**src/rtl/vga_pkg.sv**
```systemverilog
// Shared definitions for the VGA pixel FIFO: default sizing, the
// controller state encoding and small helpers for packed FIFO entries.
package vga_pkg;

  // Default number of buffered pixels (power of two, at least 4)
  localparam int VGA_DEPTH  = 16;
  // Default pixel width: {r, g, b}, 8 bits per channel
  localparam int VGA_DATA_W = 24;

  // FILL: hunting for / waiting on a frame-aligned head.
  // RUN : streaming pixels to vga_control.
  typedef enum logic {
    ST_FILL = 1'b0,
    ST_RUN  = 1'b1
  } vga_state_e;

  // A FIFO entry is {sof, rgb}; the sof flag sits in the top bit.
  function automatic logic entry_sof(input logic [VGA_DATA_W:0] entry);
    return entry[VGA_DATA_W];
  endfunction

  function automatic logic [VGA_DATA_W-1:0] entry_rgb(input logic [VGA_DATA_W:0] entry);
    return entry[VGA_DATA_W-1:0];
  endfunction

endpackage

```
**src/rtl/sync_fifo.sv**
```systemverilog
// Single-clock FIFO with registered storage and wrap-around pointers.
// Pointers carry one extra bit so full and empty can be told apart.
// The head entry is presented on dout whenever the FIFO is not empty.
module sync_fifo #(
  parameter int DEPTH = 16,
  parameter int WIDTH = 25
) (
  input  logic                     clk,
  input  logic                     rst_n,
  input  logic                     push,
  input  logic                     pop,
  input  logic                     flush,
  input  logic [WIDTH-1:0]         din,
  output logic [WIDTH-1:0]         dout,
  output logic                     full,
  output logic                     empty,
  output logic [$clog2(DEPTH):0]   level
);

  localparam int AW = $clog2(DEPTH);
  localparam logic [AW:0] PTR_ONE = {{AW{1'b0}}, 1'b1};

  logic [WIDTH-1:0] mem_q [DEPTH];
  logic [AW:0]      wr_ptr_q;
  logic [AW:0]      wr_ptr_d;
  logic [AW:0]      rd_ptr_q;
  logic [AW:0]      rd_ptr_d;
  logic             do_push;
  logic             do_pop;

  assign empty = (wr_ptr_q == rd_ptr_q);
  assign full  = (wr_ptr_q[AW] != rd_ptr_q[AW]) &&
                 (wr_ptr_q[AW-1:0] == rd_ptr_q[AW-1:0]);
  assign level = wr_ptr_q - rd_ptr_q;
  assign dout  = mem_q[rd_ptr_q[AW-1:0]];

  // Pointer advance; a flush wins over any push or pop in the same cycle
  always_comb begin
    do_push  = push && !full && !flush;
    do_pop   = pop && !empty && !flush;
    wr_ptr_d = wr_ptr_q;
    rd_ptr_d = rd_ptr_q;
    if (flush) begin
      wr_ptr_d = '0;
      rd_ptr_d = '0;
    end else begin
      if (do_push) begin
        wr_ptr_d = wr_ptr_q + PTR_ONE;
      end
      if (do_pop) begin
        rd_ptr_d = rd_ptr_q + PTR_ONE;
      end
    end
  end

  // Pointer registers, cleared asynchronously
  always_ff @(posedge clk or negedge rst_n) begin
    if (!rst_n) begin
      wr_ptr_q <= '0;
      rd_ptr_q <= '0;
    end else begin
      wr_ptr_q <= wr_ptr_d;
      rd_ptr_q <= rd_ptr_d;
    end
  end

  // Storage array; contents are only meaningful between the pointers
  always_ff @(posedge clk) begin
    if (do_push) begin
      mem_q[wr_ptr_q[AW-1:0]] <= din;
    end
  end

endmodule

```
**src/rtl/vga_pixel_fifo.sv**
```systemverilog
// Pixel FIFO between a pixel producer and vga_control. It discards
// pixels until it sees the start of a frame, starts streaming on
// frame_start once the head is frame-aligned, and falls back to FILL
// (flushing its contents and raising a sticky underflow) whenever it
// runs dry or detects loss of frame alignment.
module vga_pixel_fifo
  import vga_pkg::*;
#(
  parameter int DEPTH  = VGA_DEPTH,
  parameter int DATA_W = VGA_DATA_W
) (
  input  logic                     clk_40m,
  input  logic                     rst_n,
  input  logic                     s_valid,
  output logic                     s_ready,
  input  logic [DATA_W-1:0]        s_data,
  input  logic                     s_sof,
  input  logic                     frame_start,
  input  logic                     pix_req,
  output logic [7:0]               vga_r,
  output logic [7:0]               vga_g,
  output logic [7:0]               vga_b,
  output logic                     underflow,
  output logic [$clog2(DEPTH):0]   level
);

  localparam int EW = DATA_W + 1;

  vga_state_e        state_q;
  vga_state_e        state_d;
  vga_state_e        eff_state;
  logic              sof_seen_q;
  logic              sof_seen_d;
  logic              first_q;
  logic              first_d;
  logic              eff_first;
  logic              underflow_q;
  logic              underflow_d;
  logic [DATA_W-1:0] rgb_q;
  logic [DATA_W-1:0] rgb_d;
  logic              resync;

  logic              fifo_push;
  logic              fifo_pop;
  logic              fifo_flush;
  logic              fifo_full;
  logic              fifo_empty;
  logic [EW-1:0]     fifo_dout;
  logic              head_sof;
  logic [DATA_W-1:0] head_rgb;

  sync_fifo #(
    .DEPTH (DEPTH),
    .WIDTH (EW)
  ) u_fifo (
    .clk   (clk_40m),
    .rst_n (rst_n),
    .push  (fifo_push),
    .pop   (fifo_pop),
    .flush (fifo_flush),
    .din   ({s_sof, s_data}),
    .dout  (fifo_dout),
    .full  (fifo_full),
    .empty (fifo_empty),
    .level (level)
  );

  assign head_sof  = fifo_dout[DATA_W];
  assign head_rgb  = fifo_dout[DATA_W-1:0];
  assign s_ready   = !fifo_full;
  assign underflow = underflow_q;
  assign vga_r     = rgb_q[DATA_W-1 -: 8];
  assign vga_g     = rgb_q[DATA_W-9 -: 8];
  assign vga_b     = rgb_q[7:0];

  // Next-state logic: frame_start is resolved first, then pix_req is
  // served in the resulting state; any alignment loss triggers a resync
  always_comb begin
    state_d     = state_q;
    sof_seen_d  = sof_seen_q;
    first_d     = first_q;
    underflow_d = underflow_q;
    rgb_d       = rgb_q;
    fifo_pop    = 1'b0;
    fifo_flush  = 1'b0;
    fifo_push   = s_valid && s_ready && (sof_seen_q || s_sof);
    eff_state   = state_q;
    eff_first   = first_q;
    resync      = 1'b0;

    if (frame_start) begin
      if (!fifo_empty && head_sof) begin
        eff_state = ST_RUN;
        eff_first = 1'b1;
      end else if (state_q == ST_RUN) begin
        resync = 1'b1;
      end
    end

    if (pix_req) begin
      rgb_d = '0;
      if (!resync && (eff_state == ST_RUN)) begin
        if (fifo_empty) begin
          resync = 1'b1;
        end else if (head_sof && !eff_first) begin
          resync = 1'b1;
        end else begin
          fifo_pop  = 1'b1;
          rgb_d     = head_rgb;
          eff_first = 1'b0;
        end
      end
    end

    if (resync) begin
      state_d     = ST_FILL;
      first_d     = 1'b0;
      sof_seen_d  = 1'b0;
      underflow_d = 1'b1;
      fifo_flush  = 1'b1;
      fifo_pop    = 1'b0;
      fifo_push   = 1'b0;
    end else begin
      state_d = eff_state;
      first_d = eff_first;
      if (s_valid && s_ready && s_sof) begin
        sof_seen_d = 1'b1;
      end
    end
  end

  // Control and output registers, cleared asynchronously
  always_ff @(posedge clk_40m or negedge rst_n) begin
    if (!rst_n) begin
      state_q     <= ST_FILL;
      sof_seen_q  <= 1'b0;
      first_q     <= 1'b0;
      underflow_q <= 1'b0;
      rgb_q       <= '0;
    end else begin
      state_q     <= state_d;
      sof_seen_q  <= sof_seen_d;
      first_q     <= first_d;
      underflow_q <= underflow_d;
      rgb_q       <= rgb_d;
    end
  end

endmodule

```
**config.mk**
```make
export PLATFORM = sky130hd
export DESIGN_NAME = vga_pixel_fifo
export DESIGN_NICKNAME = d
export VERILOG_FILES = /design/src/rtl/vga_pkg.sv /design/src/rtl/sync_fifo.sv /design/src/rtl/vga_pixel_fifo.sv
export SDC_FILE = /design/constraint.sdc
export NUM_CORES = 1
export LEC_CHECK = 0
export CELL_PAD_IN_SITES_DETAIL_PLACEMENT = 1
export CELL_PAD_IN_SITES_GLOBAL_PLACEMENT = 2
export CORE_MARGIN = 3
export CORE_UTILIZATION = 52
export CTS_CLUSTER_SIZE = 28
export DETAILED_ROUTE_END_ITERATION = 12
export GPL_TIMING_DRIVEN = 0
export HOLD_SLACK_MARGIN = 0.03
export PLACE_DENSITY_LB_ADDON = 0.1
export SYNTH_ARGS = -nofsm -noshare
export SYNTH_HDL_FRONTEND = slang
export SYNTH_SLANG_ARGS = --single-unit
```
**constraint.sdc**
```tcl
create_clock -name clk_40m -period 11.6 [get_ports clk_40m]
set_input_delay 2.32 -clock clk_40m [delete_from_list [all_inputs] [get_ports clk_40m]]
set_output_delay 2.32 -clock clk_40m [all_outputs]
set_load 0.01 [all_outputs]
```
Word-level counts from Yosys, hierarchy flattened
Memory sizes are Yosys's and may differ from the RTL's.
Cells that the tools add are included.
{"block": "totals", "regBits": 38, "ramBits": 400, "word_cells": 69, "mem_count": 1}
{"block": "classes", "addsub": 3, "eq_ne": 3, "mux": 35, "n_reduce_logical": 20}
{"name": "u_fifo.mem_q", "depth": 16, "word_bits": 25, "rd": 1, "rd_ports_with_merged_regs": 0, "wr": 1, "line": "sync_fifo.sv:23", "text": "logic [WIDTH-1:0] mem_q [DEPTH];"}
{"operator": "2-to-1 mux 24 bit", "n": 3}
{"operator": "2-to-1 mux 1 bit", "n": 28}
{"operator": "2-to-1 mux 5 bit", "n": 4}
{"operator": "logical AND 1 bit", "n": 11}
{"operator": "adder 5 x 1 -> 5 bit (second input constant)", "n": 2}
{"operator": "nonzero test 2 bit", "n": 3}
{"operator": "== test 5 bit", "n": 1}
{"operator": "logical NOT 1 bit", "n": 5}
{"operator": "subtractor 5 bit", "n": 1}
{"operator": "== test 4 bit", "n": 1}
{"operator": "logical OR 1 bit", "n": 1}
{"operator": "inequality test 1 bit", "n": 1}

Logic depth before layout (Yosys ltp)
{"block": "logic_depth", "depth_word": 16, "mapped_depth": 13, "mapped_depth_nobuf": 8}

Cells and area by module
From an unflattened synthesis, not the netlist that was laid out.
{"block": "unflattened", "hier_cells": 957, "hier_area_um2": 17433.0}
{"mod": "sync_fifo", "instances": 1, "cells_each": 823, "area_each_um2": 16057.9}
{"mod": "vga_pixel_fifo", "instances": 1, "cells_each": 134, "area_each_um2": 1375.1}

Least setup slack after synthesis
OpenSTA, ideal clock, no wires.
{"block": "synth_timing", "path_kind": "input-to-reg", "from": "in s_valid", "to": "mem u_fifo.mem_q[1][0] (enable)", "setup_time_ns": 0.407, "arrival_ns": 4.102, "setup_slack_ns": 7.092, "path_stages": 5, "n_path_buf": 2, "cell_sequence": "o211a_1 -> buf_2 -> clkbuf_1 -> nand3_1 -> nor2_1"}
{"block": "synth_via", "elab_chain_len": 7}
{"item": "from (decl)", "line": "vga_pixel_fifo.sv:14", "text": "input logic s_valid,"}
{"item": "logical AND 1 bit (2 in series)", "line": "vga_pixel_fifo.sv:86", "text": "fifo_push = s_valid && s_ready && (sof_seen_q || s_sof);"}
{"item": "2-to-1 mux 1 bit", "line": "vga_pixel_fifo.sv:115", "text": "if (resync) begin"}
{"item": "logical AND 1 bit (2 in series)", "line": "sync_fifo.sv:39", "text": "do_push = push && !full && !flush;"}
{"item": "2-to-1 mux 1 bit", "line": "sync_fifo.sv:69", "text": "if (do_push) begin"}
{"item": "2-to-1 mux 1 bit (implied by the code)", "line": "sync_fifo.sv:70", "text": "mem_q[wr_ptr_q[AW-1:0]] <= din;"}
{"item": "to (decl)", "line": "sync_fifo.sv:23"}
Every way passes these cells.

Worst setup path after layout
{"block": "layout_timing", "from": "reg u_fifo.rd_ptr_q[1]", "to": "out level[3]"}
{"block": "layout_via", "elab_chain_len": 1}
{"item": "from (decl)", "line": "sync_fifo.sv:26", "text": "logic [AW:0] rd_ptr_q;"}
{"item": "from (signal assigned)", "line": "sync_fifo.sv:63", "text": "rd_ptr_q <= rd_ptr_d;"}
{"item": "subtractor 5 bit", "line": "sync_fifo.sv:34", "text": "assign level = wr_ptr_q - rd_ptr_q;"}
{"item": "to (decl)", "line": "vga_pixel_fifo.sv:24", "text": "output logic [$clog2(DEPTH):0] level"}
Every way passes these cells.

==> impl_results.md <==
- Dpl hpwl: 26000 um
- Critical Path, Cell by Cell: buf_2, buf_2, buf_2, buf_2, inv_1, ha_1, a21o_1, a21oi_1, xnor2_1, clkdlybuf4s50_1
- Sink Count: 438
- Seq pwr share: 0.397
- Pwr Total: 4920 uW
- Final worst-path cycle share: 0.533
- Syn Area/Cell: 21.6 um2
- Antenna Cells: 0
- Reg2reg end: u_fifo.mem_q[3][10]
- Crit path DAT: 3.87 ns
- Die H: 188 um
- Clock network power share: 0.298
- Yosys cell types: 45
- Vias: 8613
- Cells after DPL: 1317
- Met1 WL: 17900 um
- Setup CP Type: reg2out
- CP max stage delay: 0.56 ns
- Commonest cells after routing, fill and taps aside: edfxtp_1 (400), mux4_2 (122), clkdlybuf4s50_1 (58)
- Max-slew violations: 0
- Hold path startpoint: underflow
- Worst IR Drop VDD: 0.144 mV
- Post-synth top area share: 0.694
- R2r setup slk: 6.81 ns
- P_leak: 0.00663 uW
- Die footprint: 35500 um2
- Switch share: 0.290
- Fmax: 0.162 GHz
- Setup Skew: 0.0194 ns
- DRC viols: 0
- Vias per cell: 6.15
- Crit-path max FO: 10
- Core Area: 32700 um2
- Sequential area share after synthesis: 0.749
- Port bufs: 59
- Clk_lat worst skew: 0.54 ns
- Slew of the pin with the lowest slew margin: 1.14 ns
- Synth-to-Final Area Change: 18.0%
- Total negative setup slack: 0 ns
- Nets@finish: 962
- Post-synth EDFFs: 400
- Most common cell after layout, fill and taps aside: edfxtp_1
- Antenna viol nets, final: 0
- Wire per inst: 30.3 um
- Root buf cell: clkbuf_16
- Initial DRT Pass Iterations: 5
- Post-Route WL: 42500 um
- Critical Path End Type: output port
- GRT Util Overall: 0.244
- Worst path slowest cell: clkdlybuf4s50_1
- Biggest area consumer among synthesized cells: edfxtp_1
- Max-Cap Viols: 0
- Endpoints failing hold: 0
- Core Util, Final: 0.624
- Synth warn: 0
- Hold depth: 1
- Largest net degree at the start of global routing: 29
- Most common cell on crit path: buf_2
- Clock-pin slew on the worst setup and hold paths: 0.06 ns
- # Post-CTS Setup Buffers: 0
- Fill count: 2714
- PD cells: 241 nW/um2
- Metal2 WL: 21300 um
- Io pins: 61
- Synth Net Count: 840
- Gate power share: 0.305
- Final Setup Violations: 0
- Highest routed layer: met5
- CTS tree: built
- Routability Congestion: 0.775
- Syn Inst Count: 800
- Number of buffers created by CTS: 45
- Number of synthesized register bits: 438
- NetSw: 1430 uW
- Clock tree buffer depth: 3
- Initial DRC Count: 746
- Most used DFF post-synth: edfxtp_1
- Final std cells w/o fill: 1401
- First-pass GRT wire length: 62200 um
- Initial antenna violation count: 1
- Row count: 66
- Syn Std Cell Area: 17300 um2
- H-Tree Depth: 2
- Die Wd: 188 um
- Critical Path RT: 9.28 ns
- Startpoint types: flop
- Async SR Flop Fraction: 0.0868
- Vias in the first global route: 9252
- Relative slew margins: 0.238
- Hold_buf cts: 0
- Path depth of the worst reg2reg path: 14
- Share of cells above drive strength 1: 0.295
- GR Overflow Total: 0
- RSZ-0062 raised after global routing: no
- PostCTS Resize Cnt: 0
- Hold endpoint: underflow
- RR Startpoint: u_fifo.rd_ptr_q[1]
- Final Critical Period: 6.19 ns
- Initial Utilization: 0.529
- Hold crit path type: reg2reg
- Internal power: 3490 uW
- Synth area leaders: edfxtp_1 (69%), mux4_2 (16%), dfrtp_1 (5.5%)
- Outcome: finished, final reports clean
- Wire length on met3: 2380 um
-- state kept, by name, indices dropped and copies added, names as in the netlist --
name and cells:
u_fifo.wr_ptr_q 5, u_fifo.mem_q 400, rgb_q 24, state_q 1, underflow 1, u_fifo.rd_ptr_q 5, first_q 1, sof_seen_q 1
-- Yosys cell counts, types with 9 or more instances --
master,instances
edfxtp_1,400
nor2_1,13
inv_1,34
ha_1,9
dfrtp_1,38
nand3_1,12
buf_2,17
nand2_1,27
clkbuf_1,13
nor2_2,9
o22ai_2,20
mux4_2,122
-- power by group through the flow --
stage               registers, uW  logic [uW]  clock network, uW
floorplan                    1980         944                  0
global placement             1980        1420                  0
detailed placement           1990        1510                  0
CTS                          1950        1520               1490
global route                 1970        1600               1560
finish                       1950        1500               1460
-- worst max-delay path: cells and delay by family (launching register included) --
kind | cells | cell delay, ns
DFF | 1 | 0.41
AOI/OAI and AO/OA | 2 | 0.39
adders and majority gates | 1 | 0.34
xor gates and xnor gates | 1 | 0.15
buffers and inverters | 6 | 2.03
-- per-layer routing --
metal	track usage	vias up
met5	0	-
met4	0.0584	2
met3	0.0413	58
met2	0.407	317
met1	0.345	4692
li1	-	3544
-- kinds of logic (layout without fill, tap and decap cells) --
| group | count (synthesis) | in the layout | share of synthesized area |
|---|---|---|---|
| AO/OA/AOI/OAI | 55 | 55 | 0.0317 |
| XOR/XNOR | 8 | 8 | 0.00405 |
| adder cells (fa/ha/maj) | 10 | 10 | 0.00767 |
| buffers and inverters | 78 | 237 | 0.0214 |
| flip-flops | 438 | 438 | 0.749 |
| multiplexers | 127 | 127 | 0.162 |
| AND/OR/NAND/NOR | 84 | 84 | 0.0244 |
-- final cells by class --
class / instances / area (um2) / share of cell area
plain buffers: 44 / 243 / 0.0119
flip-flops and latches: 438 / 13000 / 0.635
clock buffers: 61 / 1280 / 0.0626
inverters: 34 / 128 / 0.00625
repair buffers: 75 / 936 / 0.0459
clock inverters: 23 / 246 / 0.0121
well taps: 442 / 553 / 0.0271
multi-input cells: 284 / 4060 / 0.199
-- through the flow --
| step | hold slack, ns | area (um2) | setup WS [ns] |
|---|---|---|---|
| floorplan | 0.462 | 17300 | 7.09 |
| global placement | 0.452 | 18400 | 4.54 |
| detailed placement | 0.457 | 18900 | 6.00 |
| CTS | 0.471 | 20400 | 5.40 |
| global route | 0.498 | 20400 | 5.26 |
| finish | 0.467 | 20400 | 5.41 |
-- worst max path at each step --
stage | startpoint | endpoint | cells after the start
after CTS | u_fifo.rd_ptr_q[1] | level[3] | 10
after floorplan | s_valid | u_fifo.mem_q[1][0] | 5
final | u_fifo.rd_ptr_q[1] | level[3] | 10
after detailed placement | u_fifo.rd_ptr_q[1] | level[3] | 10
after global placement | s_sof | u_fifo.mem_q[2][9] | 6
after global routing | u_fifo.rd_ptr_q[1] | level[3] | 10
(Power assumes the default switching activity.)
